<file path="config.mk">
export PLATFORM = sky130hd
export DESIGN_NAME = stopwatch_counter
export DESIGN_NICKNAME = d
export VERILOG_FILES = /design/src/rtl/stopwatch_counter.sv
export SDC_FILE = /design/constraint.sdc
export NUM_CORES = 1
export LEC_CHECK = 0
export CORE_ASPECT_RATIO = 0.9
export CORE_UTILIZATION = 43
export CTS_CLUSTER_SIZE = 14
export DETAILED_ROUTE_END_ITERATION = 10
export GPL_ROUTABILITY_DRIVEN = 0
export PLACE_DENSITY = 0.68
export SLEW_MARGIN = 10
export SYNTH_ARGS = -nofsm -noshare
export SYNTH_HDL_FRONTEND = slang
export SYNTH_SLANG_ARGS = --single-unit
</file>
<file path="constraint.sdc">
create_clock -name clock_in -period 5.5 [get_ports clock_in]
set_input_delay 1.1 -clock clock_in [delete_from_list [all_inputs] [get_ports clock_in]]
set_output_delay 1.1 -clock clock_in [all_outputs]
set_load 0.02 [all_outputs]
</file>
<file path="src/rtl/stopwatch_counter.sv">
`timescale 1ns/1ps
`default_nettype none
// ============================================================================
// Module      : stopwatch_counter
// Description : MM:SS BCD stopwatch core with run/pause, clear and field adjust.
// Revision    : 1.0 - initial release
// ============================================================================
module stopwatch_counter #(
    parameter int SYNC_STAGES = 2,
    parameter int MAX_TENS    = 5
) (
    input  logic       clock_in,
    input  logic       reset_n,
    input  logic       clk_1hz_in,
    input  logic       clk_2hz_in,
    input  logic       clk_blink_in,
    input  logic       btn_pause,
    input  logic       btn_clear,
    input  logic       sw_adj,
    input  logic       sw_sel,
    output logic [3:0] min_tens,
    output logic [3:0] min_ones,
    output logic [3:0] sec_tens,
    output logic [3:0] sec_ones,
    output logic [3:0] blank,
    output logic       running,
    output logic       wrap
);

    localparam logic [1:0] c_ST_RUN     = 2'd0;
    localparam logic [1:0] c_ST_PAUSED  = 2'd1;
    localparam logic [1:0] c_ST_ADJUST  = 2'd2;
    localparam logic [3:0] c_TENS_MAX   = 4'(MAX_TENS);
    localparam logic [7:0] c_FIELD_TERM = {c_TENS_MAX, 4'd9};

    logic [3:0] w_async;
    logic [3:0] w_sync;
    logic [1:0] r_btn_d;
    logic       w_pause_pulse;
    logic       w_clear_pulse;
    logic       w_adj;
    logic       w_sel;

    logic [1:0] r_cur;
    logic [1:0] r_prev;
    logic       r_blink_cur;
    logic       r_arm;
    logic [1:0] w_tick;

    logic [1:0] r_state;
    logic [1:0] r_saved;
    logic [7:0] r_min;
    logic [7:0] r_sec;
    logic [3:0] r_blank;
    logic       r_running;
    logic       r_wrap;

    logic [1:0] w_state_nxt;
    logic [1:0] w_saved_nxt;
    logic [7:0] w_min_nxt;
    logic [7:0] w_sec_nxt;
    logic [3:0] w_blank_nxt;
    logic       w_wrap_nxt;

    assign w_async = {sw_sel, sw_adj, btn_clear, btn_pause};

    genvar gi;
    generate
        for (gi = 0; gi < 4; gi++) begin : g_sync
            logic [SYNC_STAGES-1:0] r_chain;
            always_ff @(posedge clock_in or negedge reset_n) begin
                if (!reset_n) begin
                    r_chain <= '0;
                end else begin
                    r_chain <= {r_chain[SYNC_STAGES-2:0], w_async[gi]};
                end
            end
            assign w_sync[gi] = r_chain[SYNC_STAGES-1];
        end
    endgenerate

    assign w_pause_pulse = w_sync[0] & ~r_btn_d[0];
    assign w_clear_pulse = w_sync[1] & ~r_btn_d[1];
    assign w_adj         = w_sync[2];
    assign w_sel         = w_sync[3];

    // Before arming, prev is loaded with the live level so the level present
    // at reset release can never look like a transition.
    always_ff @(posedge clock_in or negedge reset_n) begin
        if (!reset_n) begin
            r_btn_d     <= 2'b00;
            r_cur       <= 2'b00;
            r_prev      <= 2'b00;
            r_blink_cur <= 1'b0;
            r_arm       <= 1'b0;
        end else begin
            r_btn_d     <= w_sync[1:0];
            r_cur       <= {clk_2hz_in, clk_1hz_in};
            r_prev      <= r_arm ? r_cur : {clk_2hz_in, clk_1hz_in};
            r_blink_cur <= clk_blink_in;
            r_arm       <= 1'b1;
        end
    end

    assign w_tick = r_arm ? (r_cur ^ r_prev) : 2'b00;

    function automatic logic [7:0] f_field_inc(input logic [7:0] field);
        logic [7:0] v;
        if (field[3:0] == 4'd9) begin
            v[3:0] = 4'd0;
            v[7:4] = (field[7:4] == c_TENS_MAX) ? 4'd0 : field[7:4] + 4'd1;
        end else begin
            v = {field[7:4], field[3:0] + 4'd1};
        end
        return v;
    endfunction

    // Priority: clear, then any state transition, then a tick increment.
    always_comb begin
        w_state_nxt = r_state;
        w_saved_nxt = r_saved;
        w_min_nxt   = r_min;
        w_sec_nxt   = r_sec;
        w_wrap_nxt  = 1'b0;
        if (w_clear_pulse) begin
            w_min_nxt = 8'h00;
            w_sec_nxt = 8'h00;
        end else if ((r_state != c_ST_ADJUST) && w_adj) begin
            w_saved_nxt = r_state;
            w_state_nxt = c_ST_ADJUST;
        end else if ((r_state == c_ST_ADJUST) && !w_adj) begin
            w_state_nxt = r_saved;
        end else if ((r_state != c_ST_ADJUST) && w_pause_pulse) begin
            w_state_nxt = (r_state == c_ST_RUN) ? c_ST_PAUSED : c_ST_RUN;
        end else if ((r_state == c_ST_RUN) && w_tick[0]) begin
            w_sec_nxt = f_field_inc(r_sec);
            if (r_sec == c_FIELD_TERM) begin
                w_min_nxt  = f_field_inc(r_min);
                w_wrap_nxt = (r_min == c_FIELD_TERM);
            end
        end else if ((r_state == c_ST_ADJUST) && w_tick[1]) begin
            if (w_sel) begin
                w_sec_nxt = f_field_inc(r_sec);
            end else begin
                w_min_nxt = f_field_inc(r_min);
            end
        end
    end

    always_comb begin
        w_blank_nxt = 4'b0000;
        if ((w_state_nxt == c_ST_ADJUST) && r_blink_cur) begin
            w_blank_nxt = w_sel ? 4'b0011 : 4'b1100;
        end
    end

    always_ff @(posedge clock_in or negedge reset_n) begin
        if (!reset_n) begin
            r_state   <= c_ST_RUN;
            r_saved   <= c_ST_RUN;
            r_min     <= 8'h00;
            r_sec     <= 8'h00;
            r_blank   <= 4'b0000;
            r_running <= 1'b1;
            r_wrap    <= 1'b0;
        end else begin
            r_state   <= w_state_nxt;
            r_saved   <= w_saved_nxt;
            r_min     <= w_min_nxt;
            r_sec     <= w_sec_nxt;
            r_blank   <= w_blank_nxt;
            r_running <= (w_state_nxt == c_ST_RUN);
            r_wrap    <= w_wrap_nxt;
        end
    end

    assign min_tens = r_min[7:4];
    assign min_ones = r_min[3:0];
    assign sec_tens = r_sec[7:4];
    assign sec_ones = r_sec[3:0];
    assign blank    = r_blank;
    assign running  = r_running;
    assign wrap     = r_wrap;

endmodule
`default_nettype wire
</file>
==> results of run 1 <==
==> per-stage QoR <==
| step | worst slack [ps] | instance area [um^2] | util (%) |
|---|---|---|---|
| CTS | 3000 | 2280 | 55.6 |
| finish | 3010 | 2280 | 55.6 |
| global placement | 3320 | 2170 | 52.8 |
| floorplan | 3490 | 1840 | - |
| detailed placement | 3320 | 2170 | 52.8 |
| global route | 2960 | 2280 | 55.6 |
==> cells in the final DEF, fill, tap and decap left out, types with 3 or more instances in the layout <==
master | synthesis | final
nand2_1 | 13 | 13
nand3_1 | 4 | 4
dfrtp_1 | 39 | 39
a21oi_1 | 10 | 10
inv_1 | 7 | 7
nor3b_1 | 3 | 3
nor3_1 | 7 | 7
clkdlybuf4s50_1 | 0 | 29
or3_1 | 3 | 3
clkbuf_8 | 0 | 5
nor2_1 | 10 | 10
o21ai_0 | 12 | 12
nor2b_1 | 3 | 3
and3b_1 | 4 | 4
mux2i_1 | 3 | 3
ha_1 | 8 | 8
==> cells in the mapped netlist (all sizes together) (2+ instances only) <==
cell type and n:
o21ai 12, mux2 2, a32o 2, a31o 2, xnor2 2, o41ai 2
inv 7, o22a 2, a21oi 10, clkbuf 4, buf 3, nor2 10
and4b 2, nor3 8, and3b 4, dfrtp 39, nand2b 2, nor3b 3
mux2i 3, or4 2, nor2b 3, and3 2, nand2 13, or3b 2
or3 3, nand3 4, ha 8
==> sequential cells by signal, indices dropped and copies added (netlist names), 2 cells and up <==
name            count
r_sec               8
r_btn_d             2
r_saved             2
r_state             2
r_prev              2
r_min               8
blank               2
r_cur               2
g_sync.r_chain      8
==> area by class of cell <==
class	count	area share [%]
flip-flops and latches	40	43.9
multi-input cells	112	33.9
repair buffers	31	13.3
clock buffers	5	3.02
well taps	48	2.63
clock inverters	3	2.08
inverters	7	1.15
==> routing by layer <==
metal / share of wire (%) / vias to the layer above
met4: 1.7 / 0
met2: 49 / 28
li1: - / 647
met3: 3.5 / 6
met5: 0 / -
met1: 46 / 646
==> how the worst max path moves through the flow <==
stage,depth (start not counted),to,slack (ps)
2_1_floorplan,7,r_min[7]$_DFFE_PN0P_,3490
3_3_place_gp,1,running,3320
3_5_place_dp,1,running,3320
4_1_cts,1,running,3000
5_1_grt,1,sec_tens[0],2960
6_report,1,running,3010
==> power breakdown <==
group / switching (W) / internal [W]
logic: 0.0000678 / 0.0000602
clock network: 0.000105 / 0.000137
registers: 0.0000264 / 0.000323
total: 0.000199 / 0.000519
==> kinds of logic after synthesis <==
kind of cell               synth area share [%]
DFF                                        54.4
adders and majority gates                  5.43
muxes                                      2.85
AOI/OAI and AO/OA                          12.6
and+or+nand+nor                            20.0
xor gates and xnor gates                  0.951
buffers and inverters                      3.53
other                                     0.204
==> impl_metrics.toml, run 1 <==
[timing]
finalCriticalPeriod_ps = 2490
actual_slew_at_the_worst_max_slew_pin_ps = 844
finalHoldWorstSlack_ps = 353
timing.final.hold_violations = 0
skew_ps = 8.48
fin_tns_setup_ps = 0
min_period_over_period_pct = 45.3
max-slew-margin-rel_pct = 43.7
setup-violations-final = 0
report.final.slew_viol_count = 0
grt_setup_unrepaired = "false"
achievable-frequency_mhz = 402

[cells_and_area]
fillers = 363
multi_input_area_um2 = 774
layoutNonFillerInstCount = 246
syn_to_final_growth_pct = 23.9
ff_latch_area_um2 = 1000
num-nets-final = 214
drive_above_1_share_pct = 11.1
antenna_cells = 0

[cts]
ctsResizeCount = 0
root_buffer = "clkbuf_8"
tritoncts_num_sinks = 40
holdBufCountCts = 0
clkLatencyLatePin_ps = 290
cts_tree = "built"
postCtsSetupBuffers = 0
clockBufferDepth = 2
cts.clk_slew.worst_paths_ps = 70
cts-htree-levels = 2
cts-buffers-inserted = 5

[pwr]
leakage_nw = 0.986
ir_drop_v = 0.000153
power.density_cell_area_nw_per_um2 = 315
total_power_w = 0.000719

[setup_path]
worstPathCellList = "clkdlybuf4s50_1"
crit_family = "buffers and inverters"
critical_path.slowest_cell = "clkdlybuf4s50_1"
crit_required_ps = 4400
setup.worst_path.start_class = "flip-flop"
critical_path_class = "reg2out"
r2r_end = "r_min[7]$_DFFE_PN0P_"
timing.rr.start = "r_sec[1]$_DFFE_PN0P_"
cp.arrival_ps = 1390
path_max_fanout = 1
cp_launch_point = "running$_DFF_PN1_"
rr_worst_depth = 7
ff2ff_setup_slack_ps = 3380
worst-path-buf-inv = 1
end_kind = "primary output"
timing.critical_path.slowest_cell_delay_ps = 590

[die]
placeableCoreArea_um2 = 4100
die_h_um = 64.1
die_footprint_um2 = 4550
io-pin-count = 31
initial_utilization_pct = 44.9
floorplan.rows = 22
die-width_um = 71.0

[yosys]
yosysWarnings = 0
postSynthCellCount = 166
synth_enable_flop_cells = 0
postSynthRegisterBits = 40
synth_ff_type = "dfrtp_1"
synth.cell_area_um2 = 1840
post-synth-top-area-cell = "dfrtp_1"
postSynthAreaPerCell_um2 = 11.1
asyncSetResetFlopFracSynth_pct = 100
yosysTopAreaCellShare_pct = 53.0
yosys.cell_types.count = 41
synth.top_cells.by_area = "dfrtp_1, ha_1, o21ai_0"
synth.yosys.seq_area_share_pct = 54.4
synth.net_count = 183

[detailed_routing]
via_count = 1327
drt_iter0_markers = 47
route.detailed.vias_per_inst = 5.39
ant_nets = 0
drt_first_pass_iters = 8
route.detailed.drc = 1
wirelength_per_cell_um = 13.4
postRouteWirelength_um = 3300

[place]
instance_count_after_placement_with_tap_cells_included = 238
post-dp-hpwl_um = 2310
buffer_ports.inserted = 30

[min_path]
hold_path_class = "reg2reg"
worstHoldPathCells = 0
hold_end = "g_sync[1].r_chain[1]$_DFF_PN0_"
hold_path.startpoint = "g_sync[1].r_chain[0]$_DFF_PN0_"

[grt]
grt_antenna_before_repair = 0
pin_count_of_the_biggest_net_entering_global_routing = 41
met2_usage_pct = 26.7
via_count_of_the_first_global_routing_pass = 1260
global_route_wire_length_before_repair_um = 5480
grt.overflow.total = 0
grt_use_total_pct = 15.8
groute.layer.met1.usage_pct = 19.3
met3_usage_pct = 3.79
top_usage_layer = "met2"

[outcome]
run_status = "finished with violations"
violations = "design-rule violations"

[run]
max_cap_violations = 0
Power figures use the tool's default switching activity.
==> run 2, diff against run 1 <==
--- a/config.mk
+++ b/config.mk
@@ -10,7 +10,7 @@
 export CTS_CLUSTER_SIZE = 14
 export DETAILED_ROUTE_END_ITERATION = 10
 export GPL_ROUTABILITY_DRIVEN = 0
-export PLACE_DENSITY = 0.68
+export PLACE_DENSITY = 0.7
 export SLEW_MARGIN = 10
 export SYNTH_ARGS = -nofsm -noshare
 export SYNTH_HDL_FRONTEND = slang
==> constraint.sdc (replaced) <==
create_clock -name clock_in -period 2.2 [get_ports clock_in]
set_input_delay 0.44 -clock clock_in [delete_from_list [all_inputs] [get_ports clock_in]]
set_output_delay 0.44 -clock clock_in [all_outputs]
set_load 0.02 [all_outputs]
==> run 2 against run 1 <==
Net effect: the flow still finishes with violations (design-rule violations); power rose by 150%; highest routed layer unchanged; wire length rose by 6.9%; sequential share of layout area did not move; register-to-register slack got worse by 3200 ps; largest power group unchanged; critical endpoint is now r_min[7]$_DFFE_PN0P_.
==> impl_metrics.toml, run 2 (synthesized netlist as in run 1, its figures left out) <==
[cells_and_area]
fin_area_um2 = 2280
layout_commonest_cell = "dfrtp_1"
commonest_cells_after_routing_fill_and_taps_aside = "dfrtp_1, clkdlybuf4s50_1, nand2_1, o21ai_0"
utilization_pct = 55.6
antenna_cells = 0
num-nets-final = 215
largestRegisters = "g_sync.r_chain x8, r_min x8, r_sec x8"
fillers = 349
syn_to_final_growth_pct = 23.9
drive_above_1_share_pct = 11.6

[timing]
grt_setup_unrepaired = "false"
finalCriticalPeriod_ps = 2050
timing.final.hold_violations = 0
max-slew-margin-rel_pct = 42.5
report.final.slew_viol_count = 0
actual_slew_at_the_worst_max_slew_pin_ps = 863
fin_tns_setup_ps = 0
setup-violations-final = 0
achievable-frequency_mhz = 487
skew_ps = 4.09
finalHoldWorstSlack_ps = 258
timing.final.ws_setup_ps = 147
min_period_over_period_pct = 93.3

[cts]
clkLatencyLatePin_ps = 290
cts.clk_slew.worst_paths_ps = 70
cts-htree-levels = 2
tritoncts_num_sinks = 40
cts-buffers-inserted = 5
root_buffer = "clkbuf_8"
postCtsSetupBuffers = 0
cts_tree = "built"
clockBufferDepth = 2

[detailed_routing]
via_count = 1320
ant_nets = 0
route.detailed.vias_per_inst = 5.34
drt_iter0_markers = 60
postRouteWirelength_um = 3530
drt_first_pass_iters = 8
route.detailed.drc = 2
wirelength_per_cell_um = 14.3

[setup_path]
end_kind = "flip-flop"
worstPathCellList = "inv_1, ha_1, and3b_1, and4b_1, o221ai_2, or4_1, a21oi_1"
path_max_fanout = 8
setup.worst_path.start_class = "flip-flop"
critical_path_class = "reg2reg"
critical_path.slowest_cell = "or4_1"
cp.arrival_ps = 2270
crit_required_ps = 2420
timing.critical_path.slowest_cell_delay_ps = 500

[pwr]
power.density_cell_area_nw_per_um2 = 779
ir_drop_v = 0.000356
leakage_nw = 0.987

[place]
buffer_ports.inserted = 30
dp_worst_setup_slack_ps = 141
post-dp-hpwl_um = 2520
placed_instance_area_um2 = 2170

[die]
floorplan.rows = 22
die_footprint_um2 = 4550
io-pin-count = 31
placeableCoreArea_um2 = 4100
initial_utilization_pct = 44.9
die_h_um = 64.1
die-width_um = 71.0

[grt]
pin_count_of_the_biggest_net_entering_global_routing = 41
via_count_of_the_first_global_routing_pass = 1387
grt_antenna_before_repair = 0
global_route_wire_length_before_repair_um = 6240
grt.overflow.total = 0
grt_use_total_pct = 18.2

[min_path]
hold_path_class = "in2async"

[run]
max_cap_violations = 0

[outcome]
run_status = "finished with violations"
violations = "design-rule violations"
-- run 2: cell count changes in the layout (fill, tap and decap cells not counted), sizes merged --
cell / before / now
clkinv: 2 / 1
clkbuf: 5 / 6
buf: 2 / 3
-- run 2: power by group --
group	switching, W	internal [W]
combinational	0.000174	0.000150
sequential	0.0000681	0.000807
clock	0.000243	0.000336
total	0.000485	0.00129
-- run 2: layer usage --
layer | up-vias | track usage [%] | share of wire (%)
met5 | - | 0 | 0
met2 | 37 | 30.8 | 50
met3 | 10 | 4.73 | 4.3
li1 | 650 | - | -
met1 | 623 | 21.2 | 43
met4 | 0 | 9.50 | 2.4
-- run 2: area by class of cell --
type,count,area (um^2),area share [%]
multi-input combinational,112,776,34.0
tap,48,60.1,2.63
timing repair buffer,32,310,13.6
clock buffer,6,72.6,3.18
sequential,40,1000,43.9
inverter,7,26.3,1.15
clock inverter,2,35.0,1.54
-- run 2: worst max-delay path, delay by kind of cell (launching register included) --
| family | cells | cell delay (ps) |
|---|---|---|
| adders and majority gates | 1 | 150 |
| DFF | 1 | 420 |
| buffers and inverters | 1 | 80 |
| AOI/OAI and AO/OA | 2 | 340 |
| and+or+nand+nor | 3 | 990 |
-- run 2: through the flow --
stage | power (W) | instances
3_5_place_dp | 0.00122 | 239
2_1_floorplan | 0.00109 | 166
5_1_grt | 0.00188 | 247
4_1_cts | 0.00180 | 247
6_report | 0.00178 | 247
3_3_place_gp | 0.00119 | 239
-- run 2: timing repair --
item                       in CTS  in global routing
gates resized for setup         0                  1
setup endpoints to repair       0                  1
hold buffers                    0                  0
-- run 2: worst paths after layout --
path	start	end	slack, ps	cells past startpoint
min in group clock_in	g_sync[2].r_chain[0]$_DFF_PN0_	g_sync[2].r_chain[1]$_DFF_PN0_	350	0
max in group asynchronous	reset_n	r_sec[6]$_DFFE_PN0P_	1400	1
max	r_sec[5]$_DFFE_PN0P_	r_min[7]$_DFFE_PN0P_	150	7
max reg2reg	r_sec[5]$_DFFE_PN0P_	r_min[7]$_DFFE_PN0P_	150	7
min reg2reg	g_sync[2].r_chain[0]$_DFF_PN0_	g_sync[2].r_chain[1]$_DFF_PN0_	350	0
min	reset_n	r_sec[0]$_DFFE_PN0P_	260	1
==> run 3, diff against run 2 <==
--- a/config.mk
+++ b/config.mk
@@ -10,7 +10,7 @@
 export CTS_CLUSTER_SIZE = 14
 export DETAILED_ROUTE_END_ITERATION = 10
 export GPL_ROUTABILITY_DRIVEN = 0
-export PLACE_DENSITY = 0.7
+export PLACE_DENSITY = 0.65
 export SLEW_MARGIN = 10
 export SYNTH_ARGS = -nofsm -noshare
 export SYNTH_HDL_FRONTEND = slang
==> run 3 against run 2 <==
Net effect: the run still ends with design-rule violations left; sequential share of layout area is 0.43 points lower; fmax shrank 1.4%; register-to-register slack worse by 30 ps; critical endpoint unchanged; highest routed layer unchanged.
==> impl_metrics.toml, run 3 (synthesized netlist as in run 1, its figures left out) <==
[outcome]
run_status = "finished with violations"
violations = "design-rule violations"

[cts]
cts-htree-levels = 2
postCtsSetupBuffers = 0
cts_tree = "built"
ctsResizeCount = 0
cts.clk_slew.worst_paths_ps = 80
clockBufferDepth = 2
holdBufCountCts = 0
root_buffer = "clkbuf_8"
tritoncts_num_sinks = 40
clkLatencyLatePin_ps = 300
cts-buffers-inserted = 5

[grt]
via_count_of_the_first_global_routing_pass = 1380
global_route_wire_length_before_repair_um = 6290
grt_use_total_pct = 18.3
grt_antenna_before_repair = 0
grt.overflow.total = 0
pin_count_of_the_biggest_net_entering_global_routing = 28

[pwr]
ir_drop_v = 0.000392
leakage_nw = 1.00
power.density_cell_area_nw_per_um2 = 775

[timing]
setup-violations-final = 0
timing.final.hold_violations = 0
actual_slew_at_the_worst_max_slew_pin_ps = 676
min_period_over_period_pct = 94.6
max-slew-margin-rel_pct = 54.4
achievable-frequency_mhz = 480
fin_tns_setup_ps = 0
grt_setup_unrepaired = "false"
finalCriticalPeriod_ps = 2080
skew_ps = 6.56
finalHoldWorstSlack_ps = 146
report.final.slew_viol_count = 0

[detailed_routing]
route.detailed.drc = 1
postRouteWirelength_um = 3510
drt_first_pass_iters = 7
route.detailed.vias_per_inst = 5.36
ant_nets = 0
via_count = 1340
wirelength_per_cell_um = 14.0
drt_iter0_markers = 62

[setup_path]
worst-path-buf-inv = 1
end_kind = "flip-flop"
timing.rr.start = "r_sec[1]$_DFFE_PN0P_"
cp.arrival_ps = 2300
timing.critical_path.slowest_cell_delay_ps = 520
cp_launch_point = "r_sec[1]$_DFFE_PN0P_"
path_max_fanout = 8
critical_path_class = "reg2reg"
critical_path.slowest_cell = "or4_1"
rr_worst_depth = 7
endpoint = "r_min[7]$_DFFE_PN0P_"
worstSetupPathDepth = 7
worstPathCellList = "inv_1, ha_1, and3b_2, and4b_1, o221ai_2, or4_1, a21oi_1"
ff2ff_setup_slack_ps = 120
crit_required_ps = 2420
setup.worst_path.start_class = "flip-flop"
crit_family = "simple AND/OR/NAND/NOR gates"
r2r_end = "r_min[7]$_DFFE_PN0P_"

[cells_and_area]
commonest_cells_after_routing_fill_and_taps_aside = "dfrtp_1, clkdlybuf4s50_1, nand2_1, o21ai_0"
largestRegisters = "g_sync.r_chain x8, r_min x8, r_sec x8"
antenna_cells = 0
layout_commonest_cell = "dfrtp_1"
fillers = 352
ff_latch_area_um2 = 1000
layoutNonFillerInstCount = 250
drive_above_1_share_pct = 12.9
multi_input_area_um2 = 776
num-nets-final = 218
syn_to_final_growth_pct = 25.1

[die]
floorplan.rows = 22
die_h_um = 64.1
io-pin-count = 31
placeableCoreArea_um2 = 4100
die_footprint_um2 = 4550
initial_utilization_pct = 44.9
die-width_um = 71.0

[place]
instance_count_after_placement_with_tap_cells_included = 242
buffer_ports.inserted = 30
post-dp-hpwl_um = 2550

[min_path]
hold_path_class = "in2async"

[run]
max_cap_violations = 0
==> run 3: cell count changes in the layout (fill, tap and decap cells not counted), sizes merged <==
cell and delta:
buf +3
==> run 3: worst register-to-register path, stage by stage, from the launching register on <==
cell and delay, ps:
dfrtp_1 420, inv_1 70, ha_1 130, and3b_2 240, and4b_1 260, o221ai_2 190, or4_1 520, a21oi_1 170
==> run 3: per-layer routing <==
metal / vias to the layer above / part of all wire [%] / GRT usage, %
met5: - / 0 / 0
met4: 0 / 1.8 / 7.50
met3: 8 / 5.0 / 6.31
met2: 34 / 45 / 28.0
met1: 640 / 48 / 23.6
li1: 658 / - / -
==> run 3: area by class of cell <==
cell class,instances,share of cell area (%)
Tap cell,48,2.61
Timing Repair Buffer,35,14.4
Clock buffer,6,3.15
Inverter,7,1.14
Clock inverter,2,1.52
Sequential cell,40,43.5
Multi-Input combinational cell,112,33.7
==> run 3: worst min path at each step <==
stage          slack (ps)  cells after the start                            from                              to
2_1_floorplan         140                      0                         reset_n              blank[1]$_DFF_PN0_
3_3_place_gp          330                      0  g_sync[3].r_chain[0]$_DFF_PN0_  g_sync[3].r_chain[1]$_DFF_PN0_
3_5_place_dp          330                      0  g_sync[0].r_chain[0]$_DFF_PN0_  g_sync[0].r_chain[1]$_DFF_PN0_
4_1_cts               160                      1                         reset_n          r_saved[0]$_DFFE_PN0P_
5_1_grt               190                      1                         reset_n          r_saved[0]$_DFFE_PN0P_
6_report              150                      1                         reset_n          r_saved[0]$_DFFE_PN0P_
==> run 3: through the flow <==
stage | utilization (%) | instance area (um^2) | setup WS, ps | total power, W
after floorplan | - | 1840 | 186 | 0.00109
after global placement | 53.5 | 2200 | 248 | 0.00120
after detailed placement | 53.5 | 2200 | 120 | 0.00122
after CTS | 56.2 | 2300 | 90.0 | 0.00181
after global routing | 56.2 | 2300 | 13.5 | 0.00190
final | 56.2 | 2300 | 118 | 0.00179
==> run 3: power by group <==
| group | leakage, nW | internal, W | switching (W) |
|---|---|---|---|
| clock network | 0.0552 | 0.000336 | 0.000251 |
| logic | 0.435 | 0.000154 | 0.000169 |
| registers | 0.511 | 0.000807 | 0.0000689 |
| total | 1.00 | 0.00130 | 0.000489 |
